<file path="config.mk">
export PLATFORM = sky130hd
export DESIGN_NAME = conv_input_loader
export DESIGN_NICKNAME = d
export VERILOG_FILES = /design/src/rtl/conv_pkg.sv /design/src/rtl/conv_input_loader_load_channel.sv /design/src/rtl/conv_input_loader.sv
export SDC_FILE = /design/constraint.sdc
export NUM_CORES = 1
export LEC_CHECK = 0
export ABC_CLOCK_PERIOD_IN_PS = 3950
export CORE_MARGIN = 1.5
export CORE_UTILIZATION = 36
export CTS_BUF_LIST = sky130_fd_sc_hd__clkbuf_4
export DETAILED_ROUTE_END_ITERATION = 8
export PLACE_DENSITY = 0.87
export SLEW_MARGIN = 20
export SYNTH_ARGS = -nofsm -noshare
export SYNTH_HDL_FRONTEND = slang
export SYNTH_SLANG_ARGS = --single-unit
</file>
<file path="constraint.sdc">
create_clock -name clk -period 3.95 [get_ports clk]
set_input_delay 0.79 -clock clk [delete_from_list [all_inputs] [get_ports clk]]
set_output_delay 0.79 -clock clk [all_outputs]
set_load 0.03 [all_outputs]
</file>
<file path="src/rtl/conv_pkg.sv">
// Shared definitions for the convolution input loader.
// Contents:
//   DATA_W          - width of x samples and filter taps
//   loader_state_e  - top-level loader states (LOAD, START, RUN)
package conv_pkg;

    localparam int DATA_W = 8;

    typedef enum logic [1:0] {
        ST_LOAD  = 2'd0,
        ST_START = 2'd1,
        ST_RUN   = 2'd2
    } loader_state_e;

endpackage

</file>
<file path="src/rtl/conv_input_loader_load_channel.sv">
// One write channel of the input loader: accepts bytes on a valid/ready
// stream and writes them to consecutive memory addresses 0..N-1.
// Ports:
//   clk, reset          - clock, synchronous active-high reset
//   s_data_in, s_valid  - input stream data/valid
//   s_ready             - channel accepts a byte this cycle
//   load_en             - high while the loader is in LOAD
//   clear               - releases the channel for a new load
//   rd_addr             - controller read address, used outside LOAD
//   data, addr, wr_en   - memory write interface
//   full                - all N entries of this run written
module load_channel
    import conv_pkg::*;
#(
    parameter int N    = 8,
    parameter int LG_N = 3
) (
    input  logic              clk,
    input  logic              reset,
    input  logic [DATA_W-1:0] s_data_in,
    input  logic              s_valid,
    output logic              s_ready,
    input  logic              load_en,
    input  logic              clear,
    input  logic [LG_N-1:0]   rd_addr,
    output logic [DATA_W-1:0] data,
    output logic [LG_N-1:0]   addr,
    output logic              wr_en,
    output logic              full
);

    // Counter wraps at N-1 even when N is not a power of two.
    localparam logic [LG_N-1:0] LAST = LG_N'(N - 1);

    logic [LG_N-1:0] cnt_r;
    logic            full_r;
    logic            ready_s;
    logic            xfer_s;

    // Handshake, write strobe and address mux (controller owns addr outside LOAD).
    always_comb begin
        ready_s = load_en && !full_r;
        xfer_s  = s_valid && ready_s;
        if (load_en) begin
            addr = cnt_r;
        end else begin
            addr = rd_addr;
        end
    end

    assign s_ready = ready_s;
    assign wr_en   = xfer_s;
    assign data    = s_data_in;
    assign full    = full_r;

    // Write counter and full flag; the last transfer wraps the counter and sets full.
    always_ff @(posedge clk) begin
        if (reset) begin
            cnt_r  <= {LG_N{1'b0}};
            full_r <= 1'b0;
        end else if (clear) begin
            cnt_r  <= {LG_N{1'b0}};
            full_r <= 1'b0;
        end else if (xfer_s) begin
            if (cnt_r == LAST) begin
                cnt_r  <= {LG_N{1'b0}};
                full_r <= 1'b1;
            end else begin
                cnt_r  <= cnt_r + LG_N'(1);
                full_r <= full_r;
            end
        end else begin
            cnt_r  <= cnt_r;
            full_r <= full_r;
        end
    end

endmodule

</file>
<file path="src/rtl/conv_input_loader.sv">
// Write-side front end of the 1-D convolution datapath. Loads DATA_N x
// samples and FILTER_N filter taps into their memories, pulses start once
// both are full, then lends the memory address buses to the controller
// until compute_done.
// Ports:
//   clk, reset                         - clock, synchronous active-high reset
//   s_data_in_x/s_valid_x/s_ready_x    - x sample stream
//   s_data_in_f/s_valid_f/s_ready_f    - filter tap stream
//   rd_addr_x, rd_addr_f               - controller read addresses (START/RUN)
//   compute_done                       - controller releases the memories
//   data_x/addr_x/wr_en_x              - x memory write interface
//   data_f/addr_f/wr_en_f              - f memory write interface
//   start                              - one-cycle pulse, memories loaded
//   busy                               - high in START and RUN
module conv_input_loader
    import conv_pkg::*;
#(
    parameter int DATA_N      = 8,
    parameter int FILTER_N    = 4,
    parameter int LG_DATA_N   = 3,
    parameter int LG_FILTER_N = 2
) (
    input  logic                   clk,
    input  logic                   reset,
    input  logic [DATA_W-1:0]      s_data_in_x,
    input  logic                   s_valid_x,
    output logic                   s_ready_x,
    input  logic [DATA_W-1:0]      s_data_in_f,
    input  logic                   s_valid_f,
    output logic                   s_ready_f,
    input  logic [LG_DATA_N-1:0]   rd_addr_x,
    input  logic [LG_FILTER_N-1:0] rd_addr_f,
    input  logic                   compute_done,
    output logic [DATA_W-1:0]      data_x,
    output logic [LG_DATA_N-1:0]   addr_x,
    output logic                   wr_en_x,
    output logic [DATA_W-1:0]      data_f,
    output logic [LG_FILTER_N-1:0] addr_f,
    output logic                   wr_en_f,
    output logic                   start,
    output logic                   busy
);

    loader_state_e state_r;
    loader_state_e state_next_s;
    logic          load_en_s;
    logic          clear_s;
    logic          full_x_s;
    logic          full_f_s;
    logic          start_r;
    logic          busy_r;

    // Channel enables: loading only in LOAD, release only on compute_done in RUN.
    always_comb begin
        load_en_s = (state_r == ST_LOAD);
        clear_s   = (state_r == ST_RUN) && compute_done;
    end

    load_channel #(.N(DATA_N), .LG_N(LG_DATA_N)) u_chan_x (
        .clk       (clk),
        .reset     (reset),
        .s_data_in (s_data_in_x),
        .s_valid   (s_valid_x),
        .s_ready   (s_ready_x),
        .load_en   (load_en_s),
        .clear     (clear_s),
        .rd_addr   (rd_addr_x),
        .data      (data_x),
        .addr      (addr_x),
        .wr_en     (wr_en_x),
        .full      (full_x_s)
    );

    load_channel #(.N(FILTER_N), .LG_N(LG_FILTER_N)) u_chan_f (
        .clk       (clk),
        .reset     (reset),
        .s_data_in (s_data_in_f),
        .s_valid   (s_valid_f),
        .s_ready   (s_ready_f),
        .load_en   (load_en_s),
        .clear     (clear_s),
        .rd_addr   (rd_addr_f),
        .data      (data_f),
        .addr      (addr_f),
        .wr_en     (wr_en_f),
        .full      (full_f_s)
    );

    // Next-state logic; compute_done only matters in RUN.
    always_comb begin
        state_next_s = state_r;
        case (state_r)
            ST_LOAD: begin
                if (full_x_s && full_f_s) begin
                    state_next_s = ST_START;
                end else begin
                    state_next_s = ST_LOAD;
                end
            end
            ST_START: state_next_s = ST_RUN;
            ST_RUN: begin
                if (compute_done) begin
                    state_next_s = ST_LOAD;
                end else begin
                    state_next_s = ST_RUN;
                end
            end
            default: state_next_s = ST_LOAD;
        endcase
    end

    // State register plus start/busy, registered from the next state so
    // they line up exactly with START and START/RUN.
    always_ff @(posedge clk) begin
        if (reset) begin
            state_r <= ST_LOAD;
            start_r <= 1'b0;
            busy_r  <= 1'b0;
        end else begin
            state_r <= state_next_s;
            start_r <= (state_next_s == ST_START);
            busy_r  <= (state_next_s != ST_LOAD);
        end
    end

    assign start = start_r;
    assign busy  = busy_r;

endmodule

</file>
==> key figures <==
Layout
  • Fraction of final layout cells sized beyond drive strength 1: 18.06%
  • Sequential cell area: 220.2 um2
  • Area growth from synthesis to layout: 18.76%
  • FILL cells: 172
  • Diode insertion count for antenna repair: 0
  • Layout Nets: 102
  • Area taken by multi-input logic gates: roughly 300 um2

Logic synthesis
  • Seq/Total Area, Yosys: 33.02%
  • Net Count, Synth: 95
  • Synth Instances: 66
  • Top cell types by occurrence after synthesis: sky130_fd_sc_hd__buf_4 (16), sky130_fd_sc_hd__dfxtp_1 (11), sky130_fd_sc_hd__nor2_1 (11)
  • Number of enable flip-flop cells after synthesis: 0
  • Post-Synth Adder-Cell Area: under 10%
  • Fraction of synthesized area in multiplexers: 17.45%
  • Area share of and/or/nand/nor cells after synthesis: 18.76%
  • Combinational family with the most area after synthesis: buffers and inverters
  • Area share of the leading cell type in the synthesized netlist: 33.02%
  • Count of different cell masters after synthesis: 17
  • Avg Inst Size Synth: 10.10 um2
  • Seq cells post-synth: 11
  • Asr flop ratio synth: 0%
  • Top area cells in the synthesized netlist: sky130_fd_sc_hd__dfxtp_1 (33%), sky130_fd_sc_hd__buf_4 (18%), sky130_fd_sc_hd__mux2i_1 (9.0%)
  • XOR/XNOR Fraction of Synth Area: 0%
  • Synth Cell Area: 666.9 um2
  • Number of warning messages in the yosys log: 0
  • Most frequently used cell type in the post-synthesis netlist: sky130_fd_sc_hd__buf_4
  • Compound-gate portion of the synthesized area: under 10%
  • Top cell type by total area after synthesis: sky130_fd_sc_hd__dfxtp_1
  • Dominant synthesized flop cell: sky130_fd_sc_hd__dfxtp_1

Floorplanning
  • Number of cell rows: 15
  • Top-level port count: 53
  • Core Region: 0.001727 mm2
  • Area enclosed by the die boundary: 0.002120 mm2
  • Initial Util: 38.62%
  • Vertical die dimension: 46.04 um
  • X dimension of the die: between 40 and 50 um

Detailed routing
  • DRC errors left: 0
  • Number of detailed-route iterations in the first pass: 4
  • Initial DRC Count: 2
  • Average via count per standard cell: roughly 4.8
  • Routed WL: 1.221 mm
  • Antenna Nets Post-Route: 0
  • Routed vias: roughly 470
  • Final routed wire length divided by cell count: about 13 um

Power and ir drop
  • Internal power of the cells: 0.1880 mW
  • Share of total power in combinational logic: 19.6%
  • PD cells: 317.2 mW/mm2
  • Switching power: between 0.06 and 0.07 mW
  • Fraction of power consumed by the clock network: 33.1%
  • Static leakage: 0.3393 nW
  • Sequential cell fraction of total power: ~47%
  • Switching portion of total power: 25.17%
  • VDD IR max: 0.0001127 V

Timing
  • Sum of negative setup slack: 0 ns
  • Final worst-path cycle share: between 70% and 80%
  • Hold Violations, Final: 0
  • Worst Tran Pin Value: 0.4020 ns
  • Final count of negative-setup-slack endpoints: 0
  • RSZ-0062 raised after global routing: false
  • Worst slew margin relative to its limit: 73.09%
  • Post-layout min period: 3.138 ns
  • Post-route worst setup slack: slightly above 0.8 ns
  • Clk_skew: 0.002261 ns
  • Pins over their slew limit: 0
  • Max Clock Freq: 0.3186 GHz

Worst setup path
  • Startpoint type of the worst setup path: primary input
  • Data arrival time of the critical path: 2.35 ns
  • Biggest fanout along the worst timing path: 5
  • Endpoint required time on the critical path: 3.16 ns
  • Critical Path Sink Type: output port
  • Type of the worst setup path: primary input to output port

Clock tree
  • Deepest clock path buffer count: 2
  • Cts repair resizes: 0
  • Count of buffers added by post-CTS timing repair for setup: 0
  • Register clock-pin slew on the reported worst setup and hold paths: 0.07 ns
  • Cts bufs inserted: 3
  • Clock tree from TritonCTS: yes
  • Clock root buffer: sky130_fd_sc_hd__clkbuf_4
  • Clock Sink Count: 11
  • Number of buffers inserted by hold repair at cts: 0
  • Number of H-tree branching levels: 1
  • Worst-skew pair later-pin latency: 0.27 ns

Placement
  • Routability congestion estimate: 0.7422
  • Hpwl dp: 945.8 um
  • Dpl ws: 0.7994 ns
  • Port bufs: 20

Global route
  • Global-route congestion overflow total: 0
  • Wire length of the first global-routing pass: around 1.7 mm
  • GRT Total Usage: 11.85%
  • Number of antenna violations at the first check in global routing: 0
  • Largest net degree at the start of global routing: 9
  • Number of global-route vias before repair: 420

Hold path
  • Class of the tightest hold or removal check: flip-flop to flip-flop

Status
  • Outcome: completed

Run
  • Maximum Capacitance Violations: 0
-- logic make-up after synthesis --
kind of cell / after synthesis
fa+ha+maj: 3
simple gates: 18
flops: 11
buf+inv: 19
compound gates: 4
mux: 11
-- final timing paths --
| path | slack [ns] | cells past startpoint | startpoint | end |
|---|---|---|---|---|
| worst max-delay path | 0.81 | 3 | s_valid_x | wr_en_x |
| worst min-delay path | 0.55 | 2 | u_chan_x.cnt_r[1]$_SDFFE_PP0P_ | u_chan_x.cnt_r[1]$_SDFFE_PP0P_ |
| worst max register to register | 2.65 | 3 | state_r[1]$_SDFF_PP0_ | u_chan_x.cnt_r[0]$_SDFFE_PP0P_ |
| worst min register to register | 0.55 | 2 | u_chan_x.cnt_r[1]$_SDFFE_PP0P_ | u_chan_x.cnt_r[1]$_SDFFE_PP0P_ |
-- routing by layer --
| layer | share of wire, % | vias up | global-route usage (%) |
|---|---|---|---|
| li1 | - | 223 | - |
| met1 | 42 | 212 | 13.84 |
| met2 | 45 | 26 | 18.06 |
| met3 | 9.8 | 4 | 2.381 |
| met4 | 3.4 | 0 | 10.29 |
| met5 | 0 | - | 0 |
-- per-stage QoR --
step / cells / util [%] / cell area [um2] / hold WS, ns / power, mW
2_1_floorplan: 66 / - / 666.9 / 0.4814 / 0.1786
3_3_place_gp: 93 / 44.13 / 762.0 / 0.5283 / 0.1694
3_5_place_dp: 93 / 44.13 / 762.0 / 0.5203 / 0.1708
4_1_cts: 97 / 45.87 / 792.0 / 0.5462 / 0.2547
5_1_grt: 97 / 45.87 / 792.0 / 0.5567 / 0.2600
6_report: 97 / 45.87 / 792.0 / 0.5472 / 0.2512
-- critical path: stages --
cell,delay (ns)
sky130_fd_sc_hd__clkdlybuf4s50_1,0.45
sky130_fd_sc_hd__nor4b_4,0.35
sky130_fd_sc_hd__clkdlybuf4s50_1,0.75
-- power by group through the flow --
stage	Clock [mW]	Combinational, mW	Sequential, mW
2_1_floorplan	0	0.0584	0.120
3_3_place_gp	0	0.0483	0.121
3_5_place_dp	0	0.0495	0.121
4_1_cts	0.0861	0.0499	0.119
5_1_grt	0.0874	0.0534	0.119
6_report	0.0832	0.0493	0.119
-- cell usage in the layout, fill, tap and decap left out --
master                            instances
sky130_fd_sc_hd__ha_1                     3
sky130_fd_sc_hd__nor2_1                  11
sky130_fd_sc_hd__nor2_2                   1
sky130_fd_sc_hd__mux2_2                   5
sky130_fd_sc_hd__dfxtp_1                 11
sky130_fd_sc_hd__and4b_1                  2
sky130_fd_sc_hd__a21oi_1                  1
sky130_fd_sc_hd__a31oi_1                  1
sky130_fd_sc_hd__nor3_1                   2
sky130_fd_sc_hd__a31o_2                   1
sky130_fd_sc_hd__inv_1                    1
sky130_fd_sc_hd__clkdlybuf4s50_1         20
sky130_fd_sc_hd__o21bai_1                 1
sky130_fd_sc_hd__nor4b_4                  2
sky130_fd_sc_hd__mux2i_1                  6
sky130_fd_sc_hd__clkbuf_4                 4
-- area by class of cell --
cell class              instances  area share (%)
flip-flops and latches         11           27.80
well taps                      25           3.949
inverters                       1          0.4739
clock buffers                   4           3.791
repair buffers                 20           25.28
multi-input cells              36           38.70
-- sequential cells by signal, indices dropped and copies added (netlist names) --
| signal | count |
|---|---|
| u_chan_f.cnt_r | 2 |
| u_chan_x.cnt_r | 3 |
| u_chan_x.full | 1 |
| state_r | 2 |
| u_chan_f.full | 1 |
| busy | 1 |
| start | 1 |
(Power assumes the default switching activity.)
